[src/rtl/fp_iter_adder.sv]
// Multi-cycle IEEE-754 single-precision adder: align, add, one-bit-per-cycle
// normalise, round, with valid/ready handshakes on both sides.
module fp_iter_adder #(
  parameter int unsigned GRS_BITS = 3
) (
  input  logic        clk,
  input  logic        rst_n,
  input  logic        in_valid,
  output logic        in_ready,
  input  logic [31:0] a,
  input  logic [31:0] b,
  input  logic [1:0]  round_mode,
  output logic        out_valid,
  input  logic        out_ready,
  output logic [31:0] result,
  output logic        error,
  output logic        overflow
);
  localparam int unsigned MW = 24 + GRS_BITS;

  typedef enum logic [2:0] {IDLE, ALIGN, ADD, NORM, ROUND, OUT} state_t;
  state_t state, state_nx;

  logic [31:0]   a_r, b_r;
  logic [1:0]    mode_r;
  logic          sign_r, sub_r;
  logic [8:0]    exp_r;
  logic [MW-1:0] big_r, small_r;
  logic [MW:0]   sum_r;
  logic [31:0]   result_r;
  logic          error_r, overflow_r;

  logic a_nan, b_nan, a_inf, b_inf, sp_nan, sp_inf;
  always_comb begin
    a_nan  = (&a[30:23]) & (|a[22:0]);
    b_nan  = (&b[30:23]) & (|b[22:0]);
    a_inf  = (&a[30:23]) & ~(|a[22:0]);
    b_inf  = (&b[30:23]) & ~(|b[22:0]);
    sp_nan = a_nan | b_nan | (a_inf & b_inf & (a[31] ^ b[31]));
    sp_inf = (a_inf | b_inf) & ~sp_nan;
  end

  logic [7:0]    exp_a, exp_b, e_big, e_small, diff;
  logic [MW-1:0] man_a, man_b, m_big, m_small, m_shift, m_lost, m_aligned;
  logic          a_big, sign_big;
  always_comb begin
    exp_a    = a_r[30:23];
    exp_b    = b_r[30:23];
    // E=0 operands (zeros and denormals) get no hidden bit and no fraction
    man_a    = (exp_a != '0) ? {1'b1, a_r[22:0], {GRS_BITS{1'b0}}} : '0;
    man_b    = (exp_b != '0) ? {1'b1, b_r[22:0], {GRS_BITS{1'b0}}} : '0;
    a_big    = (exp_a > exp_b) || ((exp_a == exp_b) && (man_a >= man_b));
    e_big    = a_big ? exp_a : exp_b;
    e_small  = a_big ? exp_b : exp_a;
    m_big    = a_big ? man_a : man_b;
    m_small  = a_big ? man_b : man_a;
    sign_big = a_big ? a_r[31] : b_r[31];
    diff     = e_big - e_small;
    m_shift  = m_small >> diff;
    m_lost   = m_small & ~({MW{1'b1}} << diff);
    if (32'(diff) >= MW) m_aligned = {{(MW-1){1'b0}}, |m_small};
    else                 m_aligned = m_shift | {{(MW-1){1'b0}}, |m_lost};
  end

  logic        g_bit, r_bit, s_bit, lsb, inc, to_inf, zero_neg;
  logic [24:0] rnd;
  logic [8:0]  rexp;
  logic [22:0] rfrac;
  always_comb begin
    lsb   = sum_r[GRS_BITS];
    g_bit = sum_r[GRS_BITS-1];
    r_bit = sum_r[GRS_BITS-2];
    s_bit = |sum_r[GRS_BITS-3:0];
    case (mode_r)
      2'b00:   inc = ~sign_r & (g_bit | r_bit | s_bit);
      2'b01:   inc = sign_r & (g_bit | r_bit | s_bit);
      2'b10:   inc = g_bit & (r_bit | s_bit | lsb);
      default: inc = 1'b0;
    endcase
    rnd      = {1'b0, sum_r[MW-1:GRS_BITS]} + 25'(inc);
    rexp     = exp_r + 9'(rnd[24]);
    rfrac    = rnd[24] ? rnd[23:1] : rnd[22:0];
    to_inf   = (mode_r == 2'b10) | ((mode_r == 2'b00) & ~sign_r) | ((mode_r == 2'b01) & sign_r);
    zero_neg = (mode_r == 2'b01) |
               (a_r[31] & (a_r[30:23] == '0) & b_r[31] & (b_r[30:23] == '0));
  end

  always_ff @(posedge clk or negedge rst_n) begin
    if (!rst_n) state <= IDLE;
    else        state <= state_nx;
  end

  always_comb begin
    state_nx = state;
    case (state)
      IDLE:  if (in_valid) state_nx = (sp_nan | sp_inf) ? OUT : ALIGN;
      ALIGN: state_nx = ADD;
      ADD:   state_nx = NORM;
      NORM: begin
        if (sum_r == '0)                    state_nx = OUT;
        else if (sum_r[MW] | sum_r[MW-1])   state_nx = ROUND;
        else if (exp_r == 9'd1)             state_nx = OUT;
      end
      ROUND: state_nx = OUT;
      OUT:   if (out_ready) state_nx = IDLE;
      default: state_nx = IDLE;
    endcase
  end

  always_comb begin
    in_ready  = (state == IDLE);
    out_valid = (state == OUT);
    result    = result_r;
    error     = error_r;
    overflow  = overflow_r;
  end

  always_ff @(posedge clk or negedge rst_n) begin
    if (!rst_n) begin
      a_r        <= '0;
      b_r        <= '0;
      mode_r     <= '0;
      sign_r     <= 1'b0;
      sub_r      <= 1'b0;
      exp_r      <= '0;
      big_r      <= '0;
      small_r    <= '0;
      sum_r      <= '0;
      result_r   <= '0;
      error_r    <= 1'b0;
      overflow_r <= 1'b0;
    end else begin
      case (state)
        IDLE: if (in_valid) begin
          a_r        <= a;
          b_r        <= b;
          mode_r     <= round_mode;
          error_r    <= 1'b0;
          overflow_r <= 1'b0;
          if (sp_nan) begin
            result_r <= 32'h7FC0_0000;
            error_r  <= 1'b1;
          end else if (sp_inf) begin
            result_r   <= a_inf ? a : b;
            overflow_r <= 1'b1;
          end
        end
        ALIGN: begin
          sign_r  <= sign_big;
          sub_r   <= a_r[31] ^ b_r[31];
          exp_r   <= {1'b0, e_big};
          big_r   <= m_big;
          small_r <= m_aligned;
        end
        ADD: sum_r <= sub_r ? ({1'b0, big_r} - {1'b0, small_r})
                            : ({1'b0, big_r} + {1'b0, small_r});
        NORM: begin
          if (sum_r == '0) begin
            result_r <= {zero_neg, 31'h0};
          end else if (sum_r[MW]) begin
            sum_r <= {1'b0, sum_r[MW:2], sum_r[1] | sum_r[0]};
            exp_r <= exp_r + 9'd1;
          end else if (!sum_r[MW-1]) begin
            if (exp_r == 9'd1) begin
              result_r <= {sign_r, 31'h0};
            end else begin
              sum_r <= sum_r << 1;
              exp_r <= exp_r - 9'd1;
            end
          end
        end
        ROUND: begin
          if (rexp >= 9'd255) begin
            overflow_r <= 1'b1;
            result_r   <= to_inf ? {sign_r, 8'hFF, 23'h0} : {sign_r, 31'h7F7F_FFFF};
          end else begin
            result_r <= {sign_r, rexp[7:0], rfrac};
          end
        end
        default: ;
      endcase
    end
  end
endmodule

[config.mk]
export PLATFORM = sky130hd
export DESIGN_NAME = fp_iter_adder
export DESIGN_NICKNAME = d
export VERILOG_FILES = /design/src/rtl/fp_iter_adder.sv
export SDC_FILE = /design/constraint.sdc
export NUM_CORES = 1
export LEC_CHECK = 0
export CORE_UTILIZATION = 30
export DETAILED_ROUTE_END_ITERATION = 16
export GPL_TIMING_DRIVEN = 0
export PLACE_DENSITY = 0.46
export RECOVER_POWER = 50
export SYNTH_ARGS = -nofsm -noshare
export SYNTH_HDL_FRONTEND = slang
export SYNTH_SLANG_ARGS = --single-unit
[constraint.sdc]
create_clock -name clk -period 10.2 [get_ports clk]
set_input_delay 2.55 -clock clk [delete_from_list [all_inputs] [get_ports clk]]
set_output_delay 2.55 -clock clk [all_outputs]
set_load 0.05 [all_outputs]
-- Word-level counts from Yosys, hierarchy flattened
Cells that the tools add are included.
- add/sub/neg operators: 7
- magnitude comparators: 4
- equal/unequal tests: 20
- shift operators: 2
- mux-type cells: 45
- bitwise gates (word level): 36
- reductions and logical operators: 26
- operators with widths (kind ; count):
    32-bit 2-to-1 mux ; 8
    27-bit 2-to-1 mux ; 8
    32-bit case mux with 3 select lines ; 1
    28-bit 2-to-1 mux ; 2
    28-bit case mux with 2 select lines ; 1
    27-bit OR reduction ; 2
    23-bit OR reduction ; 2
    9-bit 2-to-1 mux ; 4
    31-bit 2-to-1 mux ; 1
    27-bit by 27-bit adder with 28-bit output ; 1
    28-bit logical NOT ; 1
    27-bit by 27-bit subtractor with 28-bit output ; 1
    27-bit bitwise AND ; 1
    27-bit greater-or-equal comparator ; 1
    27-bit NOT ; 1
    27-bit by 1-bit OR with 27-bit output ; 1
    27-bit by 8-bit left shift with 27-bit output, first input constant ; 1
    27-bit by 8-bit right shift with 27-bit output ; 1
    24-bit by 1-bit adder with 25-bit output ; 1
    24-bit 2-to-1 mux ; 1
    23-bit 2-to-1 mux ; 1
    3-bit 2-to-1 mux ; 6
    3-bit case mux with 6 select lines ; 1
    9-bit case mux with 2 select lines ; 1
    40 further kinds ; 91
- flip-flop bits (word level): 196
- input port bits: 70
- output and inout bits: 36
- logic and storage cells: 154

-- Longest topological paths before layout
- depth in word-level cells: 13
- depth in mapped cells: 27
- gate-level depth less buffers: 25

-- Least setup slack after synthesis
Ideal clock, no wire load.
- path type: reg-to-reg
- start point: reg a_r[24]
- end point: reg small_r[0]
- library setup time: 0.132 ns
- arrival: 5.200 ns
- data required time: 10.068 ns
- setup slack: 4.868 ns
- stages on the path, launching flop included: 26
- path buffers: 5
- period minus slack after synthesis: 5.332 ns
- cells stage by stage: dfrtp_1 nor4_1 nand2_1 clkbuf_1 clkbuf_1 nand2_1 inv_1 ha_1 a21oi_1 o21ai_0 a221oi_1 o211ai_1 buf_6 a211o_1 and2_1 ha_1 or4_1 and2_0 clkbuf_1 buf_2 o31ai_1 o311a_1 o211ai_1 nor4_1 nor4b_1 a31oi_1
- word-level cells in the longest chain between the ends: 13
- elaborated cells on any way between the ends: 20
- classes of those cells: add/sub: 1; order compare: 3; eq/ne: 1; shift: 2; mux: 5; bitwise: 3; reduce/logical: 5
- ends and longest elaborated chain (item ; RTL line ; text):
    start, declared ; 24 ; logic [31:0] a_r, b_r;
    start signal, assigned ; 120 ; a_r <= '0;
    start signal, assigned ; 135 ; a_r <= a;
    8-bit nonzero test ; 50 ; man_a = (exp_a != '0) ? {1'b1, a_r[22:0], {GRS_BITS{1'b0}}} : '0;
    27-bit 2-to-1 mux ; 50 ;
    27-bit greater-or-equal comparator ; 52 ; a_big = (exp_a > exp_b) || ((exp_a == exp_b) && (man_a >= man_b));
    1-bit logical AND ; 52 ;
    1-bit logical OR ; 52 ;
    8-bit 2-to-1 mux (on tied branches) ; 53, 54 ;
    8-bit subtractor ; 58 ; diff = e_big - e_small;
    27-bit by 8-bit left shift with 27-bit output ; 60 ; m_lost = m_small & ~({MW{1'b1}} << diff);
    27-bit NOT ; 60 ;
    27-bit bitwise AND ; 60 ;
    27-bit OR reduction ; 62 ; else m_aligned = m_shift | {{(MW-1){1'b0}}, |m_lost};
    27-bit by 1-bit OR with 27-bit output ; 62 ;
    27-bit 2-to-1 mux * ; 61 ; if (32'(diff) >= MW) m_aligned = {{(MW-1){1'b0}}, |m_small};
    end signal, assigned ; 153 ; small_r <= m_aligned;
    end, declared ; 28 ; logic [MW-1:0] big_r, small_r;
Mark *: on every way between the ends. The rest lies on a longest branch, timed or not.
A chain may end at the register's enable or synchronous reset.

-- Final worst setup path
- start point: reg a_r[24]
- end point: reg small_r[23]
- word-level cells in the longest chain between the ends: 10
- elaborated cells on any way between the ends: 15
- classes of those cells: add/sub: 1; order compare: 3; eq/ne: 1; shift: 1; mux: 5; bitwise: 1; reduce/logical: 3
- ends and longest elaborated chain (item ; RTL line ; text):
    8-bit nonzero test ; 50 ;
    27-bit 2-to-1 mux ; 50 ;
    27-bit greater-or-equal comparator ; 52 ;
    1-bit logical AND ; 52 ;
    1-bit logical OR ; 52 ;
    8-bit 2-to-1 mux (on tied branches) ; 53, 54 ;
    8-bit subtractor ; 58 ;
    27-bit by 8-bit right shift with 27-bit output ; 59 ; m_shift = m_small >> diff;
    27-bit by 1-bit OR with 27-bit output ; 62 ;
    27-bit 2-to-1 mux * ; 61 ;
Marks and branches as above.

==> out/qor.txt <==
Final Hold Vio Count: 0
hold path endpoint: big_r[19]
vias per cell: 5.47
vias in the first global route: 13700
Reg-to-Reg Start: a_r[24]
postcts setup bufs: 0
clk sinks: 193
vias: 13800
num ports: 106
HP Start: big_r[19]
register area share after synthesis: 33.3%
1st-iter DRT viols: 936
RR Endpoint: small_r[23]
CP arrival: 7910 ps
commonest non-fill, non-tap cell in the layout: nand2_1
Hold WS: 498 ps
Final Slew Violations: 82
core area: 47700 µm²
Final Net Count: 2031
Max-slew headroom: -200%
Area Overhead vs Synth: 16.7%
Required @ worst endpoint: 10610 ps
Crit Path Class: register to register
row count: 80
status: complete, but fails checks
Setup crit start kind: register
crit-path max FO: 10
largest net degree at the start of global routing: 114
Clock transition at path regs: 80 ps
ys flop type: dfrtp_1
utilization after layout: 35.5%
CP top delay family: compound AO/OA/AOI/OAI gates
Yosys top cell by area: dfrtp_1
H-tree depth: 4
Die Width: 222 µm
Initial Utilization: 30.4%
Num CTS Buffers: 17
Reg2Reg Setup Slack: 2690 ps
port bufs: 105
CTS tree: yes
area of the multi-input gates: 8990 µm²
DRT antenna net count: 0
Detailed Routing Iterations Pass 1: 5
Die Ht: 222 µm
CP max stage delay: 850 ps
capturing element type of the critical path: register
CP Buf/Inv Count: 4
synthesized net count: 1905
commonest non-fill, non-tap cells in the layout: 227 x nand2_1, 193 x dfrtp_1, 181 x nor2_1
Synth Register Bits: 193
Tot GR Track Use: 22.9%
total die area: 49200 µm²
Max Cap Viol: 1
Avg WL per Cell: 22.2 µm
# hold bufs at CTS: 0
Least-Margin Pin Slew: 4510 ps
asr flop ratio synth: 100%
R2R depth: 21
post-DP HPWL: 45300 µm
first-pass GRT wire length: 85200 µm
Synth top area share: 33.3%
fmax: 133 MHz
cts repair resizes: 0
share of cells above drive strength 1: 7.08%
Mean Syn Cell Area: 8.20 µm²
RSZ-0062 raised after global routing: no
CTS max path bufs: 2
placed inst area: 16400 µm²
worst hold path class: register to register
post-route cell area: 16900 µm²
dpl cells: 2491
global route total overflow: 0
root buf cell: clkbuf_16
Final setup violation count: 0
Cells after Synth: 1769
drt drc: 0
cell with the largest stage delay on the worst path: xnor2_1
GP Congestion: 0.921
YS warnings: 0
Post-synth EDFFs: 0
number of fillers in the final layout: 4982
Tmin final: 7510 ps
n_diodes: 0
Cell Area, Synth: 14500 µm²
hold depth: 2
fin cells: 2523
period utilization: 73.6%
drt total wl: 56100 µm
failing checks: max-capacitance violations, max-slew violations
synth top area cells: dfrtp_1 33%, nand2_1 5.9%, ha_1 5.7%, mux2_2 5.5%, o21ai_0 5.2%
antenna violations before repair: 0
worst skew pair latency: 500 ps
Yosys cell types: 80
clk_skew: 15.6 ps
Seq. cell area: 4830 µm²
CP Cell Sequence: nor4_1 -> nand2_1 -> clkbuf_1 -> clkbuf_1 -> ha_1 -> a21oi_1 -> or3b_1 -> a211oi_2 -> o211ai_1 -> buf_6 -> a211o_1 -> and2_1 -> ha_1 -> o31ai_2 -> a31oi_1 -> xnor2_1 -> nand3_1 -> nor2_1 -> buf_2 -> nand2_1 -> o22ai_1
synth_stat cells (all sizes together), types with 6 or more instances:
master  number
a221o       15
a21o        11
dfrtp      193
o211ai      17
a22o        35
mux2        71
and2        15
a21oi      115
o21ai      158
a31oi       23
o22ai       14
xnor2       54
or2          7
nor3        42
a22oi       11
nor2b        7
and3        13
nand4       17
nand3       40
o21a        18
nand2b      13
o31ai        9
nand2      227
clkbuf      96
mux2i       50
or3         14
inv         61
xor2        30
buf         18
ha          66
nor4        30
a211oi      19
nor3b        6
nor2       181
logic make-up after synthesis:
kind of cell,after synthesis,share of synthesized area (%)
AOI/OAI and AO/OA,498,22.1
xor gates and xnor gates,84,5.07
adders and majority gates,66,5.70
buffers and inverters,176,4.75
DFF,193,33.3
muxes,123,9.28
and+or+nand+nor,629,19.8
layer usage:
layer  vias up  GRT usage, %  wire length (µm)
met1      6718          30.1             25400
met5         -             0                 0
met2       371          37.0             26000
met4         0          9.77              2030
li1       6639             -                 -
met3        75          3.95              2590
metrics by stage:
stage / TNS [ps] / setup slack [ps]
final: 0 / 2690
after global routing: 0 / 2170
after CTS: 0 / 2590
after detailed placement: 0 / 2610
after global placement: -387920 / -2050
after floorplan: 0 / 4870
state kept, by name, indices dropped and copies added (netlist names):
name,flops
result,32
sum_r,28
sign_r,1
state,3
a_r,32
sub_r,1
mode_r,2
b_r,32
overflow,1
exp_r,9
error,1
big_r,24
small_r,27
worst reg2reg max path, delay by kind of cell (launching register included):
kind,cells,cell delay [ps]
AOI/OAI and AO/OA,7,2280
buffers and inverters,4,1160
DFF,1,500
adders and majority gates,2,660
xor gates and xnor gates,1,850
and+or+nand+nor,7,1980
how the worst max path moves through the flow:
stage            start          end  slack (ps)  depth (start not counted)
3_5_place_dp   a_r[27]  small_r[23]        2610                         21
2_1_floorplan  a_r[24]   small_r[0]        4870                         25
5_1_grt          rst_n       a_r[8]        2170                          2
6_report       a_r[24]  small_r[23]        2690                         21
4_1_cts        a_r[27]  small_r[23]        2590                         21
3_3_place_gp     rst_n      a_r[15]       -2050                          1
final cells by class:
cell class / instances / area share (%)
sequential: 193 / 28.5
clock inverter: 11 / 0.599
multi-input combinational: 1400 / 53.1
timing repair buffer: 107 / 6.33
clock buffer: 21 / 2.84
tap: 615 / 4.55
inverter: 62 / 1.37
buffer: 114 / 2.69
Power is not shown: default switching activity piles up to over one toggle a cycle in this logic, so the estimate is an artifact.
